--- config.mk ---
export PLATFORM = sky130hd
export DESIGN_NAME = fifo_wr_arbiter
export DESIGN_NICKNAME = d
export VERILOG_FILES = /design/src/rtl/fifo_wr_arbiter.sv
export SDC_FILE = /design/constraint.sdc
export NUM_CORES = 1
export LEC_CHECK = 0
export BUFFER_PORTS_ARGS = -buffer_cell sky130_fd_sc_hd__buf_4
export CORE_UTILIZATION = 41
export CTS_CLUSTER_DIAMETER = 80
export CTS_CLUSTER_SIZE = 40
export DETAILED_ROUTE_END_ITERATION = 8
export HOLD_SLACK_MARGIN = 0.12
export PLACE_DENSITY = 0.89
export REMOVE_ABC_BUFFERS = 1
export SLEW_MARGIN = 20
export SYNTH_ARGS = -nofsm -noshare
export SYNTH_HDL_FRONTEND = slang
export SYNTH_SLANG_ARGS = --single-unit
--- constraint.sdc ---
create_clock -name wclk -period 2.3 [get_ports wclk]
set_input_delay 0.345 -clock wclk [delete_from_list [all_inputs] [get_ports wclk]]
set_output_delay 0.345 -clock wclk [all_outputs]
set_load 0.005 [all_outputs]
--- src/rtl/fifo_wr_arbiter.sv ---
`default_nettype none
// +--------------------------------------------------------------------------+
// | fifo_wr_arbiter: round-robin burst arbiter for the async FIFO write port  |
// | Revision: 1.0                                                             |
// +--------------------------------------------------------------------------+
module fifo_wr_arbiter #(
  parameter int DSIZE    = 8,
  parameter int NREQ     = 4,
  parameter int MAXBURST = 4
) (
  input  logic                      wclk,
  input  logic                      wrst_n,
  input  logic [NREQ-1:0]           req,
  input  logic [NREQ*DSIZE-1:0]     req_data,
  input  logic                      wfull,
  output logic                      winc,
  output logic [DSIZE-1:0]          wdata,
  output logic [NREQ-1:0]           ack,
  output logic                      busy,
  output logic [$clog2(NREQ)-1:0]   owner
);

  localparam int PW = $clog2(NREQ);
  localparam int BW = $clog2(MAXBURST) + 1;

  localparam logic [0:0] S_IDLE  = 1'b0;
  localparam logic [0:0] S_GRANT = 1'b1;

  localparam logic [BW-1:0] LAST_BEAT = BW'(MAXBURST - 1);
  localparam logic [PW-1:0] LAST_REQ  = PW'(NREQ - 1);
  localparam logic [PW:0]   NREQ_W    = (PW+1)'(NREQ);
  localparam logic [NREQ-1:0] ONE_HOT0 = {{(NREQ-1){1'b0}}, 1'b1};

  logic [0:0]      state;
  logic [0:0]      state_nxt;
  logic [BW-1:0]   beat_cnt;
  logic [PW-1:0]   rr_ptr;
  logic [PW-1:0]   pick_idx;
  logic            pick_valid;
  logic            end_grant;
  logic [PW:0]     scan;
  logic [DSIZE-1:0] data_arr [NREQ];

  generate
    for (genvar gi = 0; gi < NREQ; gi++) begin : g_unpack
      assign data_arr[gi] = req_data[gi*DSIZE +: DSIZE];
    end
  endgenerate

  // Scan downward so the requester closest to rr_ptr is the last one kept.
  always_comb begin
    pick_valid = 1'b0;
    pick_idx   = '0;
    scan       = '0;
    for (int k = NREQ - 1; k >= 0; k--) begin
      scan = {1'b0, rr_ptr} + (PW+1)'(k);
      if (scan >= NREQ_W) scan = scan - NREQ_W;
      if (req[scan[PW-1:0]]) begin
        pick_valid = 1'b1;
        pick_idx   = scan[PW-1:0];
      end
    end
  end

  always_ff @(posedge wclk) begin
    if (!wrst_n) begin
      state    <= S_IDLE;
      owner    <= '0;
      beat_cnt <= '0;
      rr_ptr   <= '0;
    end else begin
      state <= state_nxt;
      if (state == S_IDLE && pick_valid) begin
        owner    <= pick_idx;
        beat_cnt <= '0;
      end
      if (winc) beat_cnt <= beat_cnt + BW'(1);
      if (end_grant) rr_ptr <= (owner == LAST_REQ) ? '0 : owner + PW'(1);
    end
  end

  always_comb begin
    state_nxt = state;
    end_grant = 1'b0;
    case (state)
      S_IDLE: begin
        if (pick_valid) state_nxt = S_GRANT;
      end
      S_GRANT: begin
        // A last beat coinciding with a request drop is a single end event.
        end_grant = !req[owner] || (winc && beat_cnt == LAST_BEAT);
        if (end_grant) state_nxt = S_IDLE;
      end
      default: state_nxt = S_IDLE;
    endcase
  end

  always_comb begin
    busy  = (state == S_GRANT);
    winc  = wrst_n & busy & req[owner] & ~wfull;
    ack   = winc ? (ONE_HOT0 << owner) : '0;
    wdata = busy ? data_arr[owner] : '0;
  end

endmodule
`default_nettype wire
* Word-level counts from Yosys, hierarchy flattened
Cells that the tools add are included.
** Cells by class
- Multiplexer cells :: 34
- Reduce and logical (&&, ||, !) cells :: 5
- Shifts and indexed selects :: 1
- Bitwise logic cells :: 6
- Add/subtract/negate cells :: 9
- Eq/ne operators :: 2
- $lt $le $gt $ge :: 10
** Operator list (count)
- 2-to-1 mux 8 bit :: 3
- 2-to-1 mux 2 bit :: 9
- binary-select mux 8 bit (select 2 bit) :: 1
- less-than comparator 2 x 3 -> 1 bit (second input constant) :: 5
- greater-or-equal comparator 3 bit (second input constant) :: 4
- 2-to-1 mux 1 bit :: 12
- binary-select mux 1 bit (select 2 bit) :: 5
- subtractor 2 x 1 -> 2 bit (second input constant) :: 4
- adder 2 x 2 -> 3 bit (second input constant) :: 2
- 2-to-1 mux 3 bit :: 2
- 2-to-1 mux 4 bit :: 1
- left shift 1 x 2 -> 4 bit (first input constant) :: 1
- adder 2 x 1 -> 3 bit (second input constant) :: 1
- adder 3 x 1 -> 3 bit (second input constant) :: 1
- bitwise AND 1 bit :: 3
- equality test 3 x 2 -> 1 bit (second input constant) :: 1
- greater-or-equal comparator 2 x 3 -> 1 bit (second input constant) :: 1
- inverter 2 -> 3 bit :: 1
- adder 2 x 1 -> 2 bit (second input constant) :: 1
- equality test 2 bit (second input constant) :: 1
- logical AND 1 bit :: 2
- inverter 1 bit :: 2
- one-hot mux 1 bit (2 select lines) :: 1
- nonzero test 2 bit :: 1
- other kinds (2) :: 2
** Word-level totals
- Register bits :: 8
- Input port bits :: 39
- Logic and storage cells :: 71
- Output and inout port bits :: 16

* Depth between registers and ports, before layout
- Depth in word-level cells :: 12
- Depth in mapped cells :: 6
- Mapped depth without buffers :: 6

* Worst setup path after synthesis
No wires, ideal clock.
- Path type :: register -> output
- Start point :: register owner[0]
- End point :: output ack[0]
- Data arrival time :: 1513 ps
- Slack :: 442 ps
- Buffers on the path :: 1
- Data required time :: 1955 ps
- Cell stages (with the launch flop) :: 5
- Cell sequence :: dfxtp_1 > mux4_2 > and3b_1 > buf_6 > and3_1
** On the way
- Cells in the longest elaborated chain, start to end :: 5
- Elaborated cells on any way between the ends :: 6
- Classes of those cells :: shift: 1; mux: 3; bitwise: 2
** Ends and longest elaborated chain
- from (decl) :: line 20 : output logic [$clog2(NREQ)-1:0] owner
- from (signal assigned) :: line 74 : owner <= pick_idx;
- binary-select mux 1 bit (select 2 bit) :: line 100 : winc = wrst_n & busy & req[owner] & ~wfull;
- 2-to-1 mux 1 bit (implied by the code) :: line 100
- bitwise AND 1 bit (2 in series) :: line 100
- 2-to-1 mux 4 bit * :: line 101 : ack = winc ? (ONE_HOT0 << owner) : '0;
- to (decl) :: line 18 : output logic [NREQ-1:0] ack,
Mark *: on every way between the ends. The rest lies on a longest branch, timed or not. The select of a mux whose other input is x is not followed.

* Final worst setup path
- Start point :: register owner[0]
- End point :: output ack[3]
Same word-level chain as after synthesis.

==> out/metrics.csv <==
stage,metric,value,unit
route,initial drt markers,15,
route,Routed Antenna Nets,0,
synthesis,post-synth top area cell,mux4_2,
clock_network,CTS hold repair buffers,0,
clock_network,CTS Buffer Depth,2,
floorplanning,Starting Density,45.8,%
timing,RSZ-0062 raised after global routing,false,
floorplanning,chip height,47.1,um
synthesis,Syn Std Cell Area,835,um2
final_layout,register area,160,um2
power,Seq pwr share,34.6,%
worst_setup_path,crit path kind,reg2out,
hold_path,Hold Path Class,in2reg,
timing,ratio of final minimum period to clock period,92.3,%
synthesis,Synth Area in Compound Gates,11.2,%
clock_network,later-pin clock latency in the skew report,0.26,ns
power,P_sw,0.000130,W
power,Net Sw Frac,28.4,%
power,Clk network pwr share,23.5,%
timing,Final Hold Vio Count,0,
synthesis,"FFs w/ async S/R, synth",0,%
synthesis,main combinational cell family by area after synthesis,multiplexers,
timing,fin worst setup slack,0.177,ns
power,total power divided by cell area,360,nW/um2
global_route,initial antenna violation count,0,
synthesis,number of synthesized flops with an enable pin,0,
timing,Slew Limit Headroom,70.8,%
synthesis,Cells after Synth,90,
synthesis,post-synthesis sequential area ratio,19.2,%
power,Int Pwr,0.000329,W
power,VDD IR max,306,uV
worst_setup_path,Worst setup SP type,flip-flop,
final_layout,"most common cell after layout, fill and taps aside",buf_4,
run,MaxCap Viol Count,0,
floorplanning,Top-Level Pins,55,
timing,Setup Skew,0.00845,ns
route,post-DR wirelength/cell,13.3,um
route,router iterations before antenna repair,4,
route,vias per cell,5.33,
final_layout,NumNets Final,190,
route,final WL,2.24,mm
synthesis,Synthesis Warnings,0,
placed_design,pre-CTS WS,0.331,ns
global_route,Global Route Usage Sum,19.9,%
timing,setup TNS,0,ns
clock_network,"Setup Fix Bufs, Post-CTS",0,
power,Gate power share,41.9,%
synthesis,Synth Area in Simple Gates,24.3,%
final_layout,number of fill cells,142,
clock_network,H-tree depth,1,
synthesis,"top cells by area, synth","mux4_2, dfxtp_1, ha_1",
power,Pwr Total,0.000460,W
global_route,first-pass GRT wire length,3.13,mm
clock_network,root buffer cell,clkbuf_4,
timing,min Tclk post-route,2.12,ns
clock_network,Clock transition at path regs,0.05,ns
global_route,pin count of the biggest net entering global routing,19,
global_route,number of global-route vias before repair,788,
final_layout,share of layout cells above drive strength 1,47.6,%
synthesis,mux contribution to synthesized area,29.5,%
worst_setup_path,Critical Path RT,1.96,ns
power,leakage,0.627,nW
placed_design,Final Wtd Congestion,0.707,
placed_design,placed inst area,1250,um2
floorplanning,std cell rows,15,
final_layout,Final Instance Area,1270,um2
synthesis,Synth Flop Type,dfxtp_1,
placed_design,dpl hpwl,1.80,mm
global_route,GRT overflow,0,
worst_setup_path,Worst EP arrival,1.78,ns
timing,max-slew violations,0,
final_layout,# diodes,0,
clock_network,Post-CTS Resized,0,
worst_setup_path,crit path max fanout,11,
route,DRC Markers,0,
route,detailed-route via count,896,
clock_network,cts bufs inserted,3,
clock_network,Sink Count,8,
synthesis,share of the synthesized area in the top cell type,21.6,%
floorplanning,Horiz. Die Dim,47.1,um
synthesis,Post-Synth XOR/XNOR Area,0,%
placed_design,port buffer count,54,
synthesis,Yosys reg bits,8,
final_layout,Area Overhead vs Synth,52.8,%
final_layout,multi-input combinational cell area,618,um2
worst_setup_path,Crit. End Element,output pin,
floorplanning,Die ar.,2220,um2
status,status,"complete, no violations",
synthesis,syn avg cell area,9.27,um2
timing,slew at the pin closest to its max-slew limit,0.438,ns
synthesis,Synth cell types,29,
timing,# setup viols final,0,
synthesis,Adder-Cell Fraction of Synth Area,9.00,%
final_layout,most frequent cells in the layout,"buf_4, and2_1, mux4_2, dfxtp_1, nand2_1",
floorplanning,Core ar.,1820,um2
clock_network,CTS tree,yes,
timing,Max Fclk,0.471,GHz
state kept, by name, indices dropped and copies added, names as in the netlist:
register and count:
rr_ptr 2, owner 2, busy 1, beat_cnt 3
metrics by stage:
stage,utilization [%],hold WS [ns],cells
after detailed placement,68.8,0.462,165
final,70.0,0.416,168
after global routing,70.0,0.418,168
after global placement,68.8,0.453,165
after CTS,70.0,0.415,168
after floorplan,-,0.440,84
power by group through the flow:
| stage | clock, W | sequential (W) | combinational (W) |
|---|---|---|---|
| after floorplan | 0 | 0.000169 | 0.0000824 |
| after global placement | 0 | 0.000160 | 0.000190 |
| after detailed placement | 0 | 0.000161 | 0.000194 |
| after CTS | 0.000110 | 0.000158 | 0.000195 |
| after global routing | 0.000119 | 0.000160 | 0.000211 |
| final | 0.000108 | 0.000159 | 0.000193 |
cells in the mapped netlist (2+ instances only):
library cell,n
nand3b_1,2
dfxtp_1,8
inv_1,6
ha_1,6
a21o_1,2
a21boi_0,2
and3_1,4
nor2_1,4
nand3_1,5
o21ai_1,3
a21oi_1,2
nand2b_1,3
nand2_1,7
and2_1,9
mux2i_1,4
clkbuf_1,3
mux4_2,8
area by class of cell:
type	instances	share of cell area, %
sequential	8	12.6
timing repair buffer	56	33.0
tap	25	2.45
multi-input combinational	70	48.5
inverter	6	1.77
clock buffer	3	1.77
per-layer routing:
metal | part of all wire, % | wire [um] | track usage [%] | vias to the layer above
met5 | 0 | 0 | 0 | -
met4 | 0.36 | 8 | 5.71 | 0
met3 | 13 | 281 | 8.08 | 2
met2 | 49 | 1090 | 37.2 | 44
met1 | 39 | 865 | 20.3 | 413
li1 | - | - | - | 437
cells by family (layout without fill, tap and decap cells):
| group | after synthesis | count (layout) |
|---|---|---|
| buffers and inverters | 12 | 65 |
| DFF | 8 | 8 |
| adders and majority gates | 6 | 6 |
| AOI/OAI and AO/OA | 14 | 14 |
| muxes | 13 | 13 |
| and+or+nand+nor | 37 | 37 |
worst paths after layout:
path	from	to	slack (ns)	cells after the start
worst max-delay path	owner[0]	ack[3]	0.18	4
worst min-delay path	wrst_n	owner[0]	0.42	2
worst max register to register	owner[0]	beat_cnt[1]	0.82	4
worst min register to register	beat_cnt[2]	beat_cnt[2]	0.47	2
critical path: stages, from the launching register on:
cell and delay (ns):
dfxtp_1 0.35, mux4_2 0.51, and3b_1 0.31, and3_1 0.23, buf_4 0.13
(Power assumes the default switching activity.)
